File: src/rtl/stack_ctrl.sv
// Round-robin two-client push/pop controller for a stack_reg hardware stack.
// Optional high-water mark output is compiled in with `define STACK_CTRL_WATERMARK_EN.
module stack_ctrl #(
  parameter int DEPTH = 8,
  parameter int CW    = $clog2(DEPTH + 1)
) (
  input  logic          sysclk,
  input  logic          sysreset_n,
  input  logic [15:0]   stk_data_out,
  output logic [15:0]   stk_data_in,
  output logic          stk_load,
  output logic          stk_read,
  input  logic          a_req,
  input  logic          a_op,
  input  logic [15:0]   a_wdata,
  output logic          a_ack,
  output logic [15:0]   a_rdata,
  output logic          a_err,
  input  logic          b_req,
  input  logic          b_op,
  input  logic [15:0]   b_wdata,
  output logic          b_ack,
  output logic [15:0]   b_rdata,
  output logic          b_err,
  input  logic          flush,
  input  logic          clr_err,
  output logic [CW-1:0] depth_count,
  output logic          empty,
  output logic          full,
`ifdef STACK_CTRL_WATERMARK_EN
  output logic [CW-1:0] hiwater,
`endif
  output logic          overflow,
  output logic          underflow
);

  typedef enum logic {IDLE, SERVE} state_t;

  localparam logic [CW-1:0] DEPTH_C = CW'(DEPTH);

  state_t        state_q, state_d;
  logic          win_b_q, win_b_d;
  logic          last_b_q, last_b_d;
  logic [CW-1:0] count_q, count_d;
  logic          ovf_q, ovf_d;
  logic          unf_q, unf_d;
  logic          op_q, op_d;
  logic [15:0]   wdata_q, wdata_d;
  logic          serve, push_ok, push_bad, pop_ok, pop_bad, grant_b;

  assign empty       = (count_q == '0);
  assign full        = (count_q == DEPTH_C);
  assign depth_count = count_q;
  assign overflow    = ovf_q;
  assign underflow   = unf_q;

  // A flush during SERVE kills the operation before any strobe or ack escapes.
  always_comb begin
    serve       = (state_q == SERVE) && !flush;
    push_ok     = serve &&  op_q && !full;
    push_bad    = serve &&  op_q &&  full;
    pop_ok      = serve && !op_q && !empty;
    pop_bad     = serve && !op_q &&  empty;
    stk_load    = push_ok;
    stk_read    = pop_ok;
    stk_data_in = push_ok ? wdata_q : 16'h0000;
    a_ack       = serve && !win_b_q;
    b_ack       = serve &&  win_b_q;
    a_err       = a_ack && (push_bad || pop_bad);
    b_err       = b_ack && (push_bad || pop_bad);
    a_rdata     = (a_ack && pop_ok) ? stk_data_out : 16'h0000;
    b_rdata     = (b_ack && pop_ok) ? stk_data_out : 16'h0000;
  end

  always_comb begin
    state_d  = state_q;
    win_b_d  = win_b_q;
    last_b_d = last_b_q;
    count_d  = count_q;
    op_d     = op_q;
    wdata_d  = wdata_q;
    grant_b  = b_req && (!a_req || !last_b_q);
    if (flush) begin
      state_d = IDLE;
      count_d = '0;
    end else begin
      case (state_q)
        IDLE: begin
          if (a_req || b_req) begin
            win_b_d  = grant_b;
            last_b_d = grant_b;
            op_d     = grant_b ? b_op : a_op;
            wdata_d  = grant_b ? b_wdata : a_wdata;
            state_d  = SERVE;
          end
        end
        default: begin
          state_d = IDLE;
          if (push_ok) count_d = count_q + CW'(1);
          if (pop_ok)  count_d = count_q - CW'(1);
        end
      endcase
    end
    // A fresh error in the clearing cycle keeps its flag set.
    ovf_d = (ovf_q && !clr_err) || push_bad;
    unf_d = (unf_q && !clr_err) || pop_bad;
  end

  always_ff @(posedge sysclk or negedge sysreset_n) begin
    if (!sysreset_n) begin
      state_q  <= IDLE;
      win_b_q  <= 1'b0;
      last_b_q <= 1'b1;
      count_q  <= '0;
      ovf_q    <= 1'b0;
      unf_q    <= 1'b0;
    end else begin
      state_q  <= state_d;
      win_b_q  <= win_b_d;
      last_b_q <= last_b_d;
      count_q  <= count_d;
      ovf_q    <= ovf_d;
      unf_q    <= unf_d;
    end
  end

  always_ff @(posedge sysclk) begin
    op_q    <= op_d;
    wdata_q <= wdata_d;
  end

`ifdef STACK_CTRL_WATERMARK_EN
  logic [CW-1:0] hiwater_q, hiwater_d;

  always_comb begin
    hiwater_d = (count_q > hiwater_q) ? count_q : hiwater_q;
    if (clr_err) hiwater_d = count_q;
  end

  always_ff @(posedge sysclk or negedge sysreset_n) begin
    if (!sysreset_n) hiwater_q <= '0;
    else             hiwater_q <= hiwater_d;
  end

  assign hiwater = hiwater_q;
`endif

endmodule

File: config.mk
export PLATFORM = sky130hd
export DESIGN_NAME = stack_ctrl
export DESIGN_NICKNAME = d
export VERILOG_FILES = /design/src/rtl/stack_ctrl.sv
export SDC_FILE = /design/constraint.sdc
export NUM_CORES = 1
export LEC_CHECK = 0
export ABC_AREA = 1
export CAP_MARGIN = 20
export CORE_UTILIZATION = 35
export DETAILED_ROUTE_END_ITERATION = 7
export PLACE_DENSITY = 0.81
export SLEW_MARGIN = 20
export SYNTH_ARGS = -nofsm -noshare
export SYNTH_HDL_FRONTEND = slang
export SYNTH_SLANG_ARGS = --single-unit
export TNS_END_PERCENT = 20
File: constraint.sdc
create_clock -name sysclk -period 2.9 [get_ports sysclk]
set_clock_uncertainty 0.15 [all_clocks]
set_input_delay 0.29 -clock sysclk [delete_from_list [all_inputs] [get_ports sysclk]]
set_output_delay 0.29 -clock sysclk [all_outputs]
set_load 0.01 [all_outputs]
### After elaboration in Yosys (flattened, before gate mapping)

Cells that the tools add are included.

| storage, ports and cells | value |
|---|---|
| flip-flop bits (word level) | 26 |
| bits in latches | 0 |
| bits in writable memories | 0 |
| ROM bits | 0 |
| bits of input ports | 56 |
| output and inout port bits | 62 |
| memories kept | 0 |

| cells by class | value |
|---|---|
| add/sub/neg operators | 2 |
| $mul | 0 |
| div/mod/pow operators | 0 |
| $lt $le $gt $ge | 0 |
| eq/ne operators | 1 |
| shift-type cells | 0 |
| muxes and demuxes | 12 |
| bitwise logic cells | 2 |
| reduce and logical (&&, ||, !) cells | 34 |

Operator list:

| cell | count |
|---|---|
| $mux W16 | 4 |
| $logic_and A1 B1 Y1 | 16 |
| $mux W4 | 4 |
| $logic_not A1 Y1 | 8 |
| $logic_or A1 B1 Y1 | 5 |
| $add A4 B1 Y4 const B | 1 |
| $eq A4 B4 Y1 const B | 1 |
| $logic_not A4 Y1 | 1 |
| $mux W1 | 4 |
| $sub A4 B1 Y4 const B | 1 |
| $reduce_and A3 Y1 | 1 |
| $reduce_bool A3 Y1 | 1 |
| $not A1 Y1 | 2 |
| $reduce_and A2 Y1 | 1 |
| $reduce_bool A2 Y1 | 1 |

### Depth between registers and ports, before layout

Gate-level depths: netlist of run 1.

| depth | value |
|---|---|
| depth in word-level cells | 8 |
| gate-level depth with buffers | 13 |
| gate-level depth less buffers | 13 |

### Worst setup path before layout of run 1

Ideal clock, no wire load.

| path | value |
|---|---|
| kind | register to register |
| start | register state_q |
| end | register op_q (enable) |
| setup time | 0.418 ns |
| arrival time | 1.774 ns |
| required time | 2.332 ns |
| path slack | 0.558 ns |
| cell stages (with the launch flop) | 2 |
| clock period less this slack | 2.342 ns |
| path through | dfrtp_1 > nor3_1 |

| on the way | value |
|---|---|
| word-level cells in the longest chain between the ends | 2 |

RTL lines:

| item | line | text |
|---|---|---|
| from (decl) | 41 | `state_t state_q, state_d;` |
| from (signal assigned) | 118 | `state_q <= state_d;` |
| $not A1 Y1 (no line) | n/a |  |
| $reduce_and A3 Y1 (no line) | n/a |  |
| to (signal assigned) | 128 | `op_q <= op_d;` |
| to (decl) | 47 | `logic op_q, op_d;` |

No other way between the ends.
A chain may end at the register's enable or synchronous reset.

### Final worst setup path of run 1

| path | value |
|---|---|
| start | input flush |
| end | output b_rdata[12] |

| on the way | value |
|---|---|
| word-level cells in the longest chain between the ends | 6 |
| elaborated cells between the ends (all ways) | 7 |

RTL lines:

| item | line | text |
|---|---|---|
| from (decl) | 25 | `input logic flush,` |
| $logic_not A1 Y1 (*) | 59 | `serve = (state_q == SERVE) && !flush;` |
| $logic_and A1 B1 Y1 (*) | 59 |  |
| $logic_and A1 B1 Y1 (2 in a row) | 62 | `pop_ok = serve && !op_q && !empty;` |
| $logic_and A1 B1 Y1 (*) | 72 | `b_rdata = (b_ack && pop_ok) ? stk_data_out : 16'h0000;` |
| $mux W16 (*) | 72 |  |
| to (decl) | 23 | `output logic [15:0] b_rdata,` |

Every way passes the cells marked *; elsewhere a longest branch is shown, timed or not.

==> results of run 1 <==
==> critical path, stage by stage <==
cell	delay (ps)
clkdlybuf4s50_1	470
inv_2	120
nand2_4	80
nor2_4	140
nand2_4	100
inv_6	100
nand2_4	110
nor2_1	150
clkdlybuf4s50_1	560
==> cell families after synthesis <==
family / Yosys count / share of synthesized area [%]
compound gates: 7 / 2.175
xor+xnor: 1 / 0.5252
fa+ha+maj: 2 / 1.500
buf+inv: 58 / 14.85
flops: 26 / 44.19
simple gates: 145 / 36.76
==> routing by layer <==
layer / part of all wire (%) / up-vias / track usage [%] / routed length, µm
met5: 0 / - / 0 / 0
met4: 2.1 / 0 / 8.667 / 97
met3: 11 / 8 / 6.838 / 489
met2: 51 / 92 / 36.65 / 2391
met1: 36 / 819 / 18.76 / 1674
li1: - / 945 / - / -
==> cells in the final DEF, fill, tap and decap left out, types with 4 or more instances in the layout <==
cell	count
nand2_4	4
clkdlybuf4s50_1	117
dfrtp_1	8
edfxtp_1	17
nand3_1	4
nand2_2	4
buf_4	4
nand2_1	68
o21ai_0	5
inv_1	49
nor2_1	56
==> per-stage QoR <==
step / cells / util (%)
4_1_cts: 410 / 66.22
5_1_grt: 410 / 66.22
3_5_place_dp: 406 / 64.63
2_1_floorplan: 239 / -
3_3_place_gp: 406 / 64.63
6_report: 410 / 66.22
==> worst max-delay path by stage <==
stage          cells past startpoint      startpoint  slack [ps]     endpoint
2_1_floorplan                      1         state_q         560         op_q
3_3_place_gp                       9           flush         360  b_rdata[12]
3_5_place_dp                       9           flush         310  b_rdata[12]
4_1_cts                            9           flush         310  b_rdata[12]
5_1_grt                            7  depth_count[1]         150        b_err
6_report                           9           flush         330  b_rdata[12]
==> power by group through the flow <==
stage	clock (µW)	sequential, µW	combinational, µW
2_1_floorplan	0	475	146
3_3_place_gp	0	473	318
3_5_place_dp	0	475	327
4_1_cts	312	467	328
5_1_grt	324	472	362
6_report	305	466	324
==> area by class of cell <==
cell class	count	area, µm²	area share [%]
clock buffer	3	41.29	1.394
clock inverter	1	30.03	1.014
inverter	52	200.2	6.757
multi-input combinational	155	688.2	23.23
sequential	26	737.0	24.87
tap	52	65.06	2.196
timing repair buffer	121	1201	40.54
==> sequential cells by signal (all words and copies together), names as in the netlist <==
name / cells
depth_count: 4
last_b_q: 1
op_q: 1
overflow: 1
state_q: 1
underflow: 1
wdata_q: 16
win_b_q: 1
==> results.cfg, run 1 <==
[route]
ant_nets = 0
drt-total-wl_mm = 4.653
dr.pass1.iters = 6
viasPerCell = 4.546
drt_iter0_markers = 69
wl_per_cell_um = 11.35
via_count = 1864
drcViolationCount = 13

[cts]
htreeDepth = 1
root_buffer = clkbuf_8
clk_path_buf_depth = 2
cts_buffers = 3
cts_resized = 0
clk_pin_slew_worst_paths_ps = 90
clock-sinks = 26
cts_setup_buffers = 0
ctsHoldBuffers = 0
cts_tree = built
insertion_delay_ps = 270

[yosys]
synthTopCellsByArea = edfxtp_1, nand2_1, nor2_1
syn_nets = 297
syn_inst = 239
yosysSeqAreaShare_pct = 44.19
yosysMostFrequentCell = nand2_1
yosysTopAreaCell = edfxtp_1
synth_top_area_share_pct = 30.61
synth.avg_cell_area_um2 = 6.978
yosysWarnings = 0
yosys-top-cells-count = nand2_1, nor2_1, inv_1
synth_seq_cells = 26
ys_types = 25
syn_area_um2 = 1668
synth_edf_count = 17
synth-main-ff-cell = edfxtp_1
synthArstFlopShare_pct = 34.62

[grt]
grt_overflow = 0
grt_max_degree = 19
grt_usage_pct = 19.36
grt_pass1_vias = 1784
grt_pass1_wl_mm = 7.693
antenna_found_initial = 0

[finish]
num_antenna_cells = 0
design_area_um2 = 2963
nNetsFinal = 417
area_growth_pct = 77.64
drive_gt1_share_pct = 5.866
nFillCells = 399

[setup_path]
r2r_slack_ps = 860
end_kind = output port
path_max_fanout = 16
worst_setup_path_start_kind = primary input
reg2reg_to = depth_count[3]
cp.arrival_ps = 2130
path_class = in2out
r2r-start = depth_count[1]
crit_required_ps = 2460
r2r_cells = 11

[sta]
relSlewSlack_pct = 66.30
finalHoldViolCount = 0
slew_violations = 0
fin_crit_ps = 2573
tightestPinTransition_ps = 502.4
rsz0062_at_grt = no
min_period_over_period_pct = 88.73
fin_ws_ps = 326.7
tns_ps = 0
fmax_mhz = 388.6
setup_viol = 0
whs_ps = 155.0

[power_and_ir_drop]
p_clk_share_pct = 27.9
leakage_uw = 0.001435
p_sw_uw = 303.0
p_int_uw = 792.8
power_density_nw_per_um2 = 369.8
ir_drop_v = 0.0002310
seqPwrFrac_pct = 42.5
p_sw_share_pct = 27.65
combinationalPowerShare_pct = 29.6
power.total_uw = 1096

[floorplanning]
ioPinCount = 118
core-area_um2 = 4474
die_area_um2 = 5045
rows = 24
initial_core_util_pct = 37.28
die_width_um = 71.03
die_h_um = 71.03

[place]
dp_hpwl_mm = 3.797
gp_routability_congestion = 0.8953
place_area_um2 = 2892
post-place-ws_ps = 314.3
io_buffer_count = 117

[worst_hold_path]
hp-class = in2async

[outcome]
status = complete, but fails checks
violations = DRC

[job]
drv_cap = 0
No activity file was read; power rests on OpenSTA's default activity.
==> run 2, diff against run 1 <==
--- a/config.mk
+++ b/config.mk
@@ -7,9 +7,10 @@
 export LEC_CHECK = 0
 export ABC_AREA = 1
 export CAP_MARGIN = 20
-export CORE_UTILIZATION = 35
+export CORE_UTILIZATION = 55
 export DETAILED_ROUTE_END_ITERATION = 7
-export PLACE_DENSITY = 0.81
+export DONT_BUFFER_PORTS = 1
+export PLACE_DENSITY = 0.7
 export SLEW_MARGIN = 20
 export SYNTH_ARGS = -nofsm -noshare
 export SYNTH_HDL_FRONTEND = slang
==> run 2 against run 1 <==
  * Sequential power increased by 2%
  * Fmax decreased by 1.6%
  * Final cell count decreased by 29%
  * Power decreased by 19%
  * Sequential share of layout area increased by 13 points
  * The run still ends with DRC left
  * Clock-buffer cell count increased by 1
  * Clock power decreased by 38%
  * Via count decreased by 15%
  * Worst setup slack got worse by 42 ps
  * Global-route usage increased by 7.4 points
==> results.cfg, run 2 (synthesis results as in run 1) <==
[finish]
utilization_pct = 69.45
drive_gt1_share_pct = 6.870
register_area_um2 = 737.0
area_growth_pct = 16.80
nFillCells = 219
largest_register_ffs = 16
design_area_um2 = 1948
final_common_cell = nand2_1
multi_input_area_um2 = 688.2
stdcell_count = 293
nNetsFinal = 321
largest-register = wdata_q
num_antenna_cells = 0
final_cell_mix = nand2_1, nor2_1, inv_1, dlygate4sd3_1, edfxtp_1

[sta]
tns_ps = 0
fmax_mhz = 382.4
setup_viol = 0
slew_violations = 0
fin_crit_ps = 2615
relSlewSlack_pct = 55.78
whs_ps = 1.865
finalHoldViolCount = 0
min_period_over_period_pct = 90.17
rsz0062_at_grt = no
tightestPinTransition_ps = 661.8

[setup_path]
crit_required_ps = 2840
startpoint = last_b_q
worst_setup_path_start_kind = flop
reg2reg_to = wdata_q[2]
cp.arrival_ps = 2550
r2r_slack_ps = 290
r2r_cells = 6
path_class = reg2reg
end_kind = flop
r2r-start = last_b_q
path_max_fanout = 18

[cts]
cts_setup_buffers = 0
cts_tree = built
cts_resized = 0
clk_path_buf_depth = 2
cts_buffers = 3
root_buffer = clkbuf_4
ctsHoldBuffers = 23
insertion_delay_ps = 330
htreeDepth = 1
clk_pin_slew_worst_paths_ps = 150
clock-sinks = 26

[place]
gp_routability_congestion = 0.9115
io_buffer_count = 0
place_area_um2 = 1672
dp.cells = 265
dp_hpwl_mm = 2.852

[route]
via_count = 1584
wl_per_cell_um = 14.91
ant_nets = 0
dr.pass1.iters = 7
drt_iter0_markers = 120
drcViolationCount = 14
drt-total-wl_mm = 4.370
viasPerCell = 5.406

[floorplanning]
die_h_um = 57.07
ioPinCount = 118
initial_core_util_pct = 59.46
die_width_um = 57.07
core-area_um2 = 2805
die_area_um2 = 3256
rows = 19

[outcome]
violations = DRC
status = complete, but fails checks

[power_and_ir_drop]
power_density_nw_per_um2 = 454.3
ir_drop_v = 0.0003238
leakage_uw = 0.001083

[job]
drv_cap = 0

[grt]
antenna_found_initial = 0
grt_overflow = 0
grt_usage_pct = 26.79
grt_max_degree = 21
grt_pass1_vias = 1509
grt_pass1_wl_mm = 6.603

[worst_hold_path]
holdCritStartpoint = b_wdata[12]
whs_path_depth = 2
hp-class = in2reg
min_to = wdata_q[12]
run 2: cell count changes in the layout (fill, tap and decap cells not counted):
cell	previous run	this run
bufinv_16	1	0
dlygate4sd3_1	0	24
clkbuf_4	0	3
clkbuf_8	3	1
buf_4	4	1
clkdlybuf4s50_1	117	0
run 2: stage by stage:
step / setup WS [ps] / total power (µW)
2_1_floorplan: 558.2 / 620.8
3_3_place_gp: 925.0 / 643.9
3_5_place_dp: 817.4 / 657.5
4_1_cts: 383.8 / 872.9
5_1_grt: 160.5 / 928.0
6_report: 285.1 / 885.0
run 2: where the power goes:
part           total (µW)  switching, µW  leakage [µW]  internal, µW
Sequential            473           33.7      0.000279           439
Combinational         223            145      0.000783          77.9
Clock                 189            113     0.0000210          76.8
run 2: how the worst max path moves through the flow:
stage,slack (ps),endpoint,cells past startpoint
final,290,wdata_q[2],6
after global routing,160,wdata_q[2],6
after CTS,380,wdata_q[10],6
after detailed placement,820,depth_count[3],11
after global placement,930,depth_count[3],11
after floorplan,560,op_q,1
run 2: layer usage:
metal	part of all wire [%]	wire, µm	track usage, %	vias up
met5	0	0	0	-
met4	1.4	59	7.666	0
met3	9.7	426	4.762	8
met2	52	2284	49.08	109
met1	37	1600	32.23	716
li1	-	-	-	751
run 2: cell type report:
type / count / share of cell area (%)
clock buffers: 4 / 1.863
inverters: 52 / 10.28
flip-flops and latches: 26 / 37.83
multi-input cells: 155 / 35.32
repair buffers: 25 / 12.72
well taps: 31 / 1.991
run 2: worst max-delay path, stage by stage, from the launching register on:
cell           delay [ps]
dfstp_2               560
nand2_1                60
nand2_2               270
clkinv_1              490
nand2_1               200
nand2_1                70
dlygate4sd3_1         560
==> run 3, diff against run 2 <==
--- a/config.mk
+++ b/config.mk
@@ -7,10 +7,13 @@
 export LEC_CHECK = 0
 export ABC_AREA = 1
 export CAP_MARGIN = 20
+export CORE_MARGIN = 3
 export CORE_UTILIZATION = 55
 export DETAILED_ROUTE_END_ITERATION = 7
 export DONT_BUFFER_PORTS = 1
+export HOLD_SLACK_MARGIN = 0.08
 export PLACE_DENSITY = 0.7
+export SETUP_SLACK_MARGIN = 0.02
 export SLEW_MARGIN = 20
 export SYNTH_ARGS = -nofsm -noshare
 export SYNTH_HDL_FRONTEND = slang
==> run 3 against run 2 <==
  * The flow now finishes without violations
  * Sequential share of layout area down 2.8 points
  * Register-to-register slack worse by 40 ps
  * Combinational power up 9.0%
  * Sequential power about the same
  * Via count down 0.57%
  * Non-clock buffer count up 14
  * Routed wire length up 3.4%
  * First-iteration DRC count down 44%
  * Final cell count up 4.8%
  * Die area up 15%
  * Hold slack better by 180 ps
  * Power up 9.5%
==> results.cfg, run 3 (synthesis results as in run 1) <==
[sta]
tightestPinTransition_ps = 664.5
rsz0062_at_grt = no
fin_crit_ps = 2651
slew_violations = 0
setup_viol = 0
min_period_over_period_pct = 91.41
tns_ps = 0
fmax_mhz = 377.2
relSlewSlack_pct = 55.59
finalHoldViolCount = 0

[floorplanning]
die_area_um2 = 3729
die_h_um = 61.07
initial_core_util_pct = 58.96
ioPinCount = 118
core-area_um2 = 2829
rows = 19
die_width_um = 61.07

[place]
gp_routability_congestion = 0.9110
io_buffer_count = 0
dp_hpwl_mm = 2.676
place_area_um2 = 1672

[finish]
area_growth_pct = 26.18
nNetsFinal = 335
num_antenna_cells = 0
largest_register_ffs = 16
final_common_cell = nand2_1
register_area_um2 = 737.0
design_area_um2 = 2105
multi_input_area_um2 = 688.2
final_cell_mix = nand2_1, nor2_1, inv_1, dlygate4sd3_1, edfxtp_1
nFillCells = 195
drive_gt1_share_pct = 6.522
largest-register = wdata_q
utilization_pct = 74.39

[worst_hold_path]
hp-class = in2async

[cts]
clk_path_buf_depth = 2
cts_setup_buffers = 0
clock-sinks = 26
cts_tree = built
cts_resized = 0
htreeDepth = 1
ctsHoldBuffers = 38
cts_buffers = 3
root_buffer = clkbuf_4
clk_pin_slew_worst_paths_ps = 150
insertion_delay_ps = 320

[setup_path]
path_class = reg2reg
cp.arrival_ps = 2590
path_max_fanout = 18
crit_required_ps = 2830
r2r_slack_ps = 250
end_kind = flop
r2r-start = last_b_q
worstPathCellList = nand2_1 > nand2_2 > clkinv_1 > nand2_1 > nand2_1 > dlygate4sd3_1
reg2reg_to = wdata_q[5]
worst_setup_path_start_kind = flop
startpoint = last_b_q
r2r_cells = 6
cp-endpoint = wdata_q[5]
critPathSlowestCell = dlygate4sd3_1
path_common_cell = nand2_1
critPathMaxStageDelay_ps = 590

[route]
drt-total-wl_mm = 4.520
via_count = 1575
drt_iter0_markers = 67
wl_per_cell_um = 14.72
dr.pass1.iters = 4
ant_nets = 0
drcViolationCount = 0
viasPerCell = 5.130

[outcome]
status = completed

[power_and_ir_drop]
power.total_uw = 969.1
ir_drop_v = 0.0003756
power_density_nw_per_um2 = 460.5
leakage_uw = 0.001152

[grt]
grt_usage_pct = 22.91
grt_overflow = 0
antenna_found_initial = 0
grt_max_degree = 21
grt_pass1_wl_mm = 6.258
grt_pass1_vias = 1416

[job]
drv_cap = 0
## run 3: changes by cell type in the layout (fill, tap and decap cells not counted), sizes merged
cell	previous run	this run
bufinv	0	1
dlygate4sd3	24	38
clkbuf	4	3
## run 3: per-layer routing
| metal | vias to the layer above | routed length, µm | track usage (%) |
|---|---|---|---|
| li1 | 778 | - | - |
| met1 | 688 | 1636 | 25.75 |
| met2 | 103 | 2411 | 44.71 |
| met3 | 6 | 418 | 3.774 |
| met4 | 0 | 53 | 4.954 |
| met5 | - | 0 | 0 |
## run 3: worst max-delay path: cells and delay by family, from the launching register on
family / cells / cell delay (ps)
buf+inv: 2 / 1090
simple gates: 4 / 610
flops: 1 / 560
## run 3: worst min-delay path by stage
stage	endpoint	slack, ps	depth (start not counted)
global route	depth_count[1]	170	1
global placement	underflow	-160	0
floorplan	depth_count[0]	-160	0
finish	depth_count[1]	180	1
detailed placement	underflow	-160	0
CTS	win_b_q	200	1
## run 3: power by group
part           total [µW]  switching [µW]  internal (µW)
clock                 252             113            140
sequential            474            34.5            439
combinational         243             144           98.5
total                 969             292            677
## run 3: cell type report
cell class	instances	area share, %
Clock buffer	3	1.070
Clock inverter	1	1.427
Inverter	52	9.512
Multi-Input combinational cell	155	32.70
Sequential cell	26	35.02
Tap cell	31	1.843
Timing Repair Buffer	39	18.43
## run 3: stage by stage
| step | setup WS [ps] | instances | hold slack (ps) |
|---|---|---|---|
| 2_1_floorplan | 558.2 | 239 | -155.6 |
| 3_3_place_gp | 889.7 | 265 | -155.4 |
| 3_5_place_dp | 849.4 | 265 | -155.4 |
| 4_1_cts | 371.9 | 307 | 199.9 |
| 5_1_grt | 123.7 | 307 | 173.8 |
| 6_report | 249.1 | 307 | 178.5 |
